## src/rtl/instruction_fetch.sv

```systemverilog
// Instruction fetch unit: a PC register drives a combinational ROM, and fetched words go into a small FIFO.
// A null word halts fetching, and a redirect flushes the queue and restarts fetch.
module instruction_fetch #(
   parameter logic [7:0]  RESET_PC = 8'h00,
   parameter int unsigned DEPTH    = 2
) (
   input  logic        clk,
   input  logic        rst,
   input  logic        fetch_en,
   output logic [7:0]  imem_addr,
   input  logic [31:0] imem_rdata,
   input  logic        redirect_valid,
   input  logic [7:0]  redirect_pc,
   output logic        out_valid,
   input  logic        out_ready,
   output logic [31:0] out_instr,
   output logic [7:0]  out_pc,
   output logic        halted
);

   localparam int unsigned PW = (DEPTH > 1) ? $clog2(DEPTH) : 1;
   localparam int unsigned CW = $clog2(DEPTH + 1);

   typedef enum logic [0:0] {
      FETCH  = 1'b0,
      HALTED = 1'b1
   } state_t;

   state_t        state_q, state_d;
   logic [7:0]    pc_q, pc_d;
   logic [CW-1:0] count_q, count_d;
   logic [PW-1:0] head_q, head_d;
   logic [PW-1:0] tail_q, tail_d;
   logic [39:0]   mem_q [DEPTH];

   logic push_s;
   logic pop_s;
   logic full_s;

   assign pop_s  = (count_q != '0) && out_ready;
   assign full_s = (count_q == CW'(DEPTH));

   // Next-state: redirect has priority, then the fetch/halt decision, then FIFO bookkeeping
   always_comb begin
      state_d = state_q;
      pc_d    = pc_q;
      count_d = count_q;
      head_d  = head_q;
      tail_d  = tail_q;
      push_s  = 1'b0;
      if (redirect_valid) begin
         pc_d    = redirect_pc & 8'hFC;
         count_d = '0;
         head_d  = '0;
         tail_d  = '0;
         state_d = FETCH;
      end else begin
         case (state_q)
            FETCH: begin
               if (fetch_en && (imem_rdata == 32'h0)) begin
                  state_d = HALTED;
               end else if (fetch_en && (!full_s || pop_s)) begin
                  push_s = 1'b1;
               end else begin
                  push_s = 1'b0;
               end
            end
            HALTED:  state_d = HALTED;
            default: state_d = FETCH;
         endcase
         if (push_s) begin
            pc_d   = pc_q + 8'd4;
            tail_d = tail_q + PW'(1);
         end else begin
            pc_d   = pc_q;
         end
         if (pop_s) begin
            head_d = head_q + PW'(1);
         end else begin
            head_d = head_q;
         end
         case ({push_s, pop_s})
            2'b10:   count_d = count_q + CW'(1);
            2'b01:   count_d = count_q - CW'(1);
            default: count_d = count_q;
         endcase
      end
   end

   // Control registers with synchronous reset
   always_ff @(posedge clk) begin
      if (rst) begin
         state_q <= FETCH;
         pc_q    <= RESET_PC;
         count_q <= '0;
         head_q  <= '0;
         tail_q  <= '0;
      end else begin
         state_q <= state_d;
         pc_q    <= pc_d;
         count_q <= count_d;
         head_q  <= head_d;
         tail_q  <= tail_d;
      end
   end

   // Queue storage; cleared on reset so the head reads zero until the first push
   always_ff @(posedge clk) begin
      if (rst) begin
         for (int i = 0; i < int'(DEPTH); i++) begin
            mem_q[i] <= 40'h0;
         end
      end else if (push_s) begin
         mem_q[tail_q] <= {pc_q, imem_rdata};
      end
   end

   assign imem_addr            = pc_q;
   assign out_valid            = (count_q != '0);
   assign {out_pc, out_instr}  = mem_q[head_q];
   assign halted               = (state_q == HALTED);

endmodule

```

## config.mk

```make
export PLATFORM = sky130hd
export DESIGN_NAME = instruction_fetch
export DESIGN_NICKNAME = d
export VERILOG_FILES = /design/src/rtl/instruction_fetch.sv
export SDC_FILE = /design/constraint.sdc
export NUM_CORES = 1
export LEC_CHECK = 0
export BUFFER_PORTS_ARGS = -buffer_cell sky130_fd_sc_hd__buf_2
export CORE_MARGIN = 2
export CORE_UTILIZATION = 50
export CTS_BUF_LIST = sky130_fd_sc_hd__clkbuf_4 sky130_fd_sc_hd__clkbuf_8 sky130_fd_sc_hd__clkbuf_16
export CTS_CLUSTER_SIZE = 12
export DETAILED_ROUTE_END_ITERATION = 12
export GPL_ROUTABILITY_DRIVEN = 0
export GPL_TIMING_DRIVEN = 1
export PLACE_DENSITY = 0.8
export SYNTH_ARGS = -nofsm -noshare
export SYNTH_HDL_FRONTEND = slang
export SYNTH_SLANG_ARGS = --single-unit
```

## constraint.sdc

```tcl
create_clock -name clk -period 3.25 [get_ports clk]
set_clock_uncertainty 0.1 [all_clocks]
set_input_delay 0 -clock clk [delete_from_list [all_inputs] [get_ports clk]]
set_output_delay 0 -clock clk [all_outputs]
set_load 0.01 [all_outputs]
```

==> summary.md <==
| Metric | Value |
|---|---|
| Status | `completed` |
| First-pass GRT wire length | `between 10 and 15 mm` |
| CTS sink count | `88` |
| DIE WIDTH | `94.1 um` |
| CTS Root Cell | `clkbuf_8` |
| LEAKAGE | `~0.0021 uW` |
| Grt ovf | `0` |
| Pre-CTS setup slack | `about 0.82 ns` |
| N_diodes | `0` |
| Top cell type's share of synthesized area | `0.562` |
| Register Area | `between 2000 and 3000 um^2` |
| IO Pins | `95` |
| FF+latch count, synth | `between 80 and 90` |
| Fin util | `0.665` |
| Area after DPL | `roughly 4600 um^2` |
| Dominant cell type by area after synthesis | `edfxtp_1` |
| Syn_area_per_cell | `13.9 um^2` |
| Max Cap Violations | `0` |
| Critical Path Source Type | `input pin` |
| Port bufs | `88` |
| Vias per cell | `5.11` |
| CORE AREA | `between 7000 and 8000 um^2` |
| H-tree depth | `3` |
| Met3 usage | `0.0321` |
| CP endpoint kind | `flop` |
| Critical Path Max Stage Delay | `0.59 ns` |
| Largest net degree at the start of global routing | `39` |
| Std-Cell Rows | `32` |
| Initial antenna violation count | `0` |
| Slowest CP cell | `dlygate4sd3_1` |
| RSZ-0062 raised after global routing | `no` |
| TNS Setup | `0 ns` |
| Worst Max-Slew Pin Slew | `roughly 0.94 ns` |
| Endpoints failing hold | `0` |
| Clock Path Buffers | `2` |
| Clock transition at path regs | `roughly 0.090 ns` |
| Max-slew violations | `0` |
| Peak supply drop | `around 0.00022 V` |
| Ys Warns | `0` |
| Final min period | `roughly 2.7 ns` |
| Max transition margin | `0.372` |
| Sequential area share after synthesis | `0.621` |
| CP Data Required Time | `between 3 and 4 ns` |
| Worst hold slack | `~0.22 ns` |
| Skew-Pair Late Insertion Delay | `0.35 ns` |
| Vias post-DR | `2709` |
| Routed WL | `~8 mm` |
| Cells after Synth | `approximately 300` |
| CP dominant cell by count | `dlygate4sd3_1` |
| Met2 Use GR | `0.332` |
| Setup bufs post-CTS | `0` |
| Die area | `roughly 8900 um^2` |
| Crit path cell chain | `dlygate4sd3_1, buf_2, nor4_1, nand4_1, nor3_4, buf_4, o21ai_2, a311oi_2, dlygate4sd3_1` |
| M1 GR Usage | `0.225` |
| CP max FO | `13` |
| Multi-input logic area | `approximately 1400 um^2` |
| Synth cell types | `38` |
| Netlist Area Pre-Place | `~4100 um^2` |
| # DRC | `0` |
| Share of cells above drive strength 1 | `0.386` |
| Fillers | `~590` |
| Die Span Y | `94.1 um` |
| Final Setup Violations | `0` |
| Worst hold path type | `in2reg` |
| Worst setup margin | `0.580 ns` |
| CTS Buf Count | `9` |
| DR pass1 iterations | `4` |
| Fmax | `375 MHz` |
| Largest cells by area after synthesis | `edfxtp_1 56%, and2_1 12%, mux2_2 11%` |
| Remaining antenna violation count after routing | `0` |
| Final worst-path cycle share | `0.822` |
| Critical path class | `in2reg` |
| DR iter-0 viols | `80` |
| Most used routing layer | `met2` |
| GRT Overall Usage | `0.187` |
| Worst path arrival time | `around 2.9 ns` |
| P&R area growth vs syn | `27.8%` |
| Dpl hpwl | `slightly below 5 mm` |
| CTS tree | `built` |
| Fin area | `between 5000 and 6000 um^2` |
| Average wire per standard cell | `15.1 um` |
| Cell Pwr Density | `approximately 430 nW/um^2` |
| Nets@finish | `between 400 and 500` |
| Starting Density | `0.520` |
| Vias in the first global route | `around 2.8k` |
[metal layers]
metal | wire [um] | part of all wire
met5 | 0 | 0
met4 | 153 | 0.019
met3 | 363 | 0.045
met2 | 4140 | 0.52
met1 | 3370 | 0.42
[where the power goes]
part           total (uW)  internal (uW)  switching [uW]
registers            1310           1280            26.1
logic                 265            138             127
clock network         649            282             367
total                2220           1700             520
[state kept, by name, indices dropped and copies added, names as in the netlist, named ones only]
name,cells
halted,1
head_q,1
count_q,2
mem_q,76
imem_addr,6
tail_q,1
[worst paths after layout]
kind,startpoint,endpoint,slack (ns),cells past startpoint
worst min register to register,halted$_SDFF_PP0_,halted$_SDFF_PP0_,0.41,2
worst min-delay path,fetch_en,halted$_SDFF_PP0_,0.22,6
worst max register to register,count_q[0]$_SDFFE_PP0P_,imem_addr[7]$_SDFFE_PP0P_,0.86,6
worst max-delay path,imem_rdata[0],imem_addr[7]$_SDFFE_PP0P_,0.58,9
[timing repair]
action	CTS	global route
setup endpoints to repair	0	0
resized for setup	0	0
hold buffers	45	0
hold endpoints to repair	71	0
[logic make-up (layout without fill, tap and decap cells)]
family,count (synthesis),count (layout),synth area share
AO/OA/AOI/OAI,18,18,0.0394
XOR/XNOR,3,3,0.00647
adder cells (fa/ha/maj),2,2,0.00616
buffers and inverters,21,153,0.0320
flip-flops,88,88,0.621
multiplexers,38,38,0.105
other,1,4,0.000923
AND/OR/NAND/NOR,122,122,0.189
[layout make-up]
class | count | area share
Clock buffer | 10 | 0.0253
Clock inverter | 5 | 0.00675
Sequential cell | 88 | 0.486
Timing Repair Buffer | 137 | 0.180
Multi-Input combinational cell | 187 | 0.277
Tap cell | 102 | 0.0246
Inverter | 1 | 0.000723
[critical path, delay by kind of cell]
| family | cells | cell delay [ns] |
|---|---|---|
| AND/OR/NAND/NOR | 3 | 0.99 |
| buffers and inverters | 4 | 1.51 |
| AO/OA/AOI/OAI | 2 | 0.35 |
[synthesized netlist by cell type (all sizes together)]
cell,number
and3,1
xnor2,2
inv,1
buf,13
dfxtp,12
nor3,1
nand4,4
nand2,2
xor2,1
a21oi,3
edfxtp,76
mux2,38
conb,1
nand2b,2
ha,2
clkbuf,7
and2,77
nand3b,1
a311oi,6
a21o,1
o21ai,8
or2,4
or3,8
nor2,13
nor4,7
nor4b,2
[layout by cell type (no fill, tap or decap), types with 4 or more instances in the layout]
master / count
nand4_1: 4
conb_1: 4
dfxtp_1: 11
a311oi_2: 6
mux2_2: 38
or3_1: 5
nor2_1: 13
and2_1: 76
clkbuf_8: 9
edfxtp_1: 76
nor4_1: 6
o21ai_1: 5
dlygate4sd3_1: 45
buf_2: 88
[stage by stage]
step,power [uW],instances
5_1_grt,2310,530
6_report,2220,530
3_5_place_dp,1550,470
2_1_floorplan,1450,296
3_3_place_gp,1540,470
4_1_cts,2230,530
Note: power is estimated with default switching activity, not from simulation.
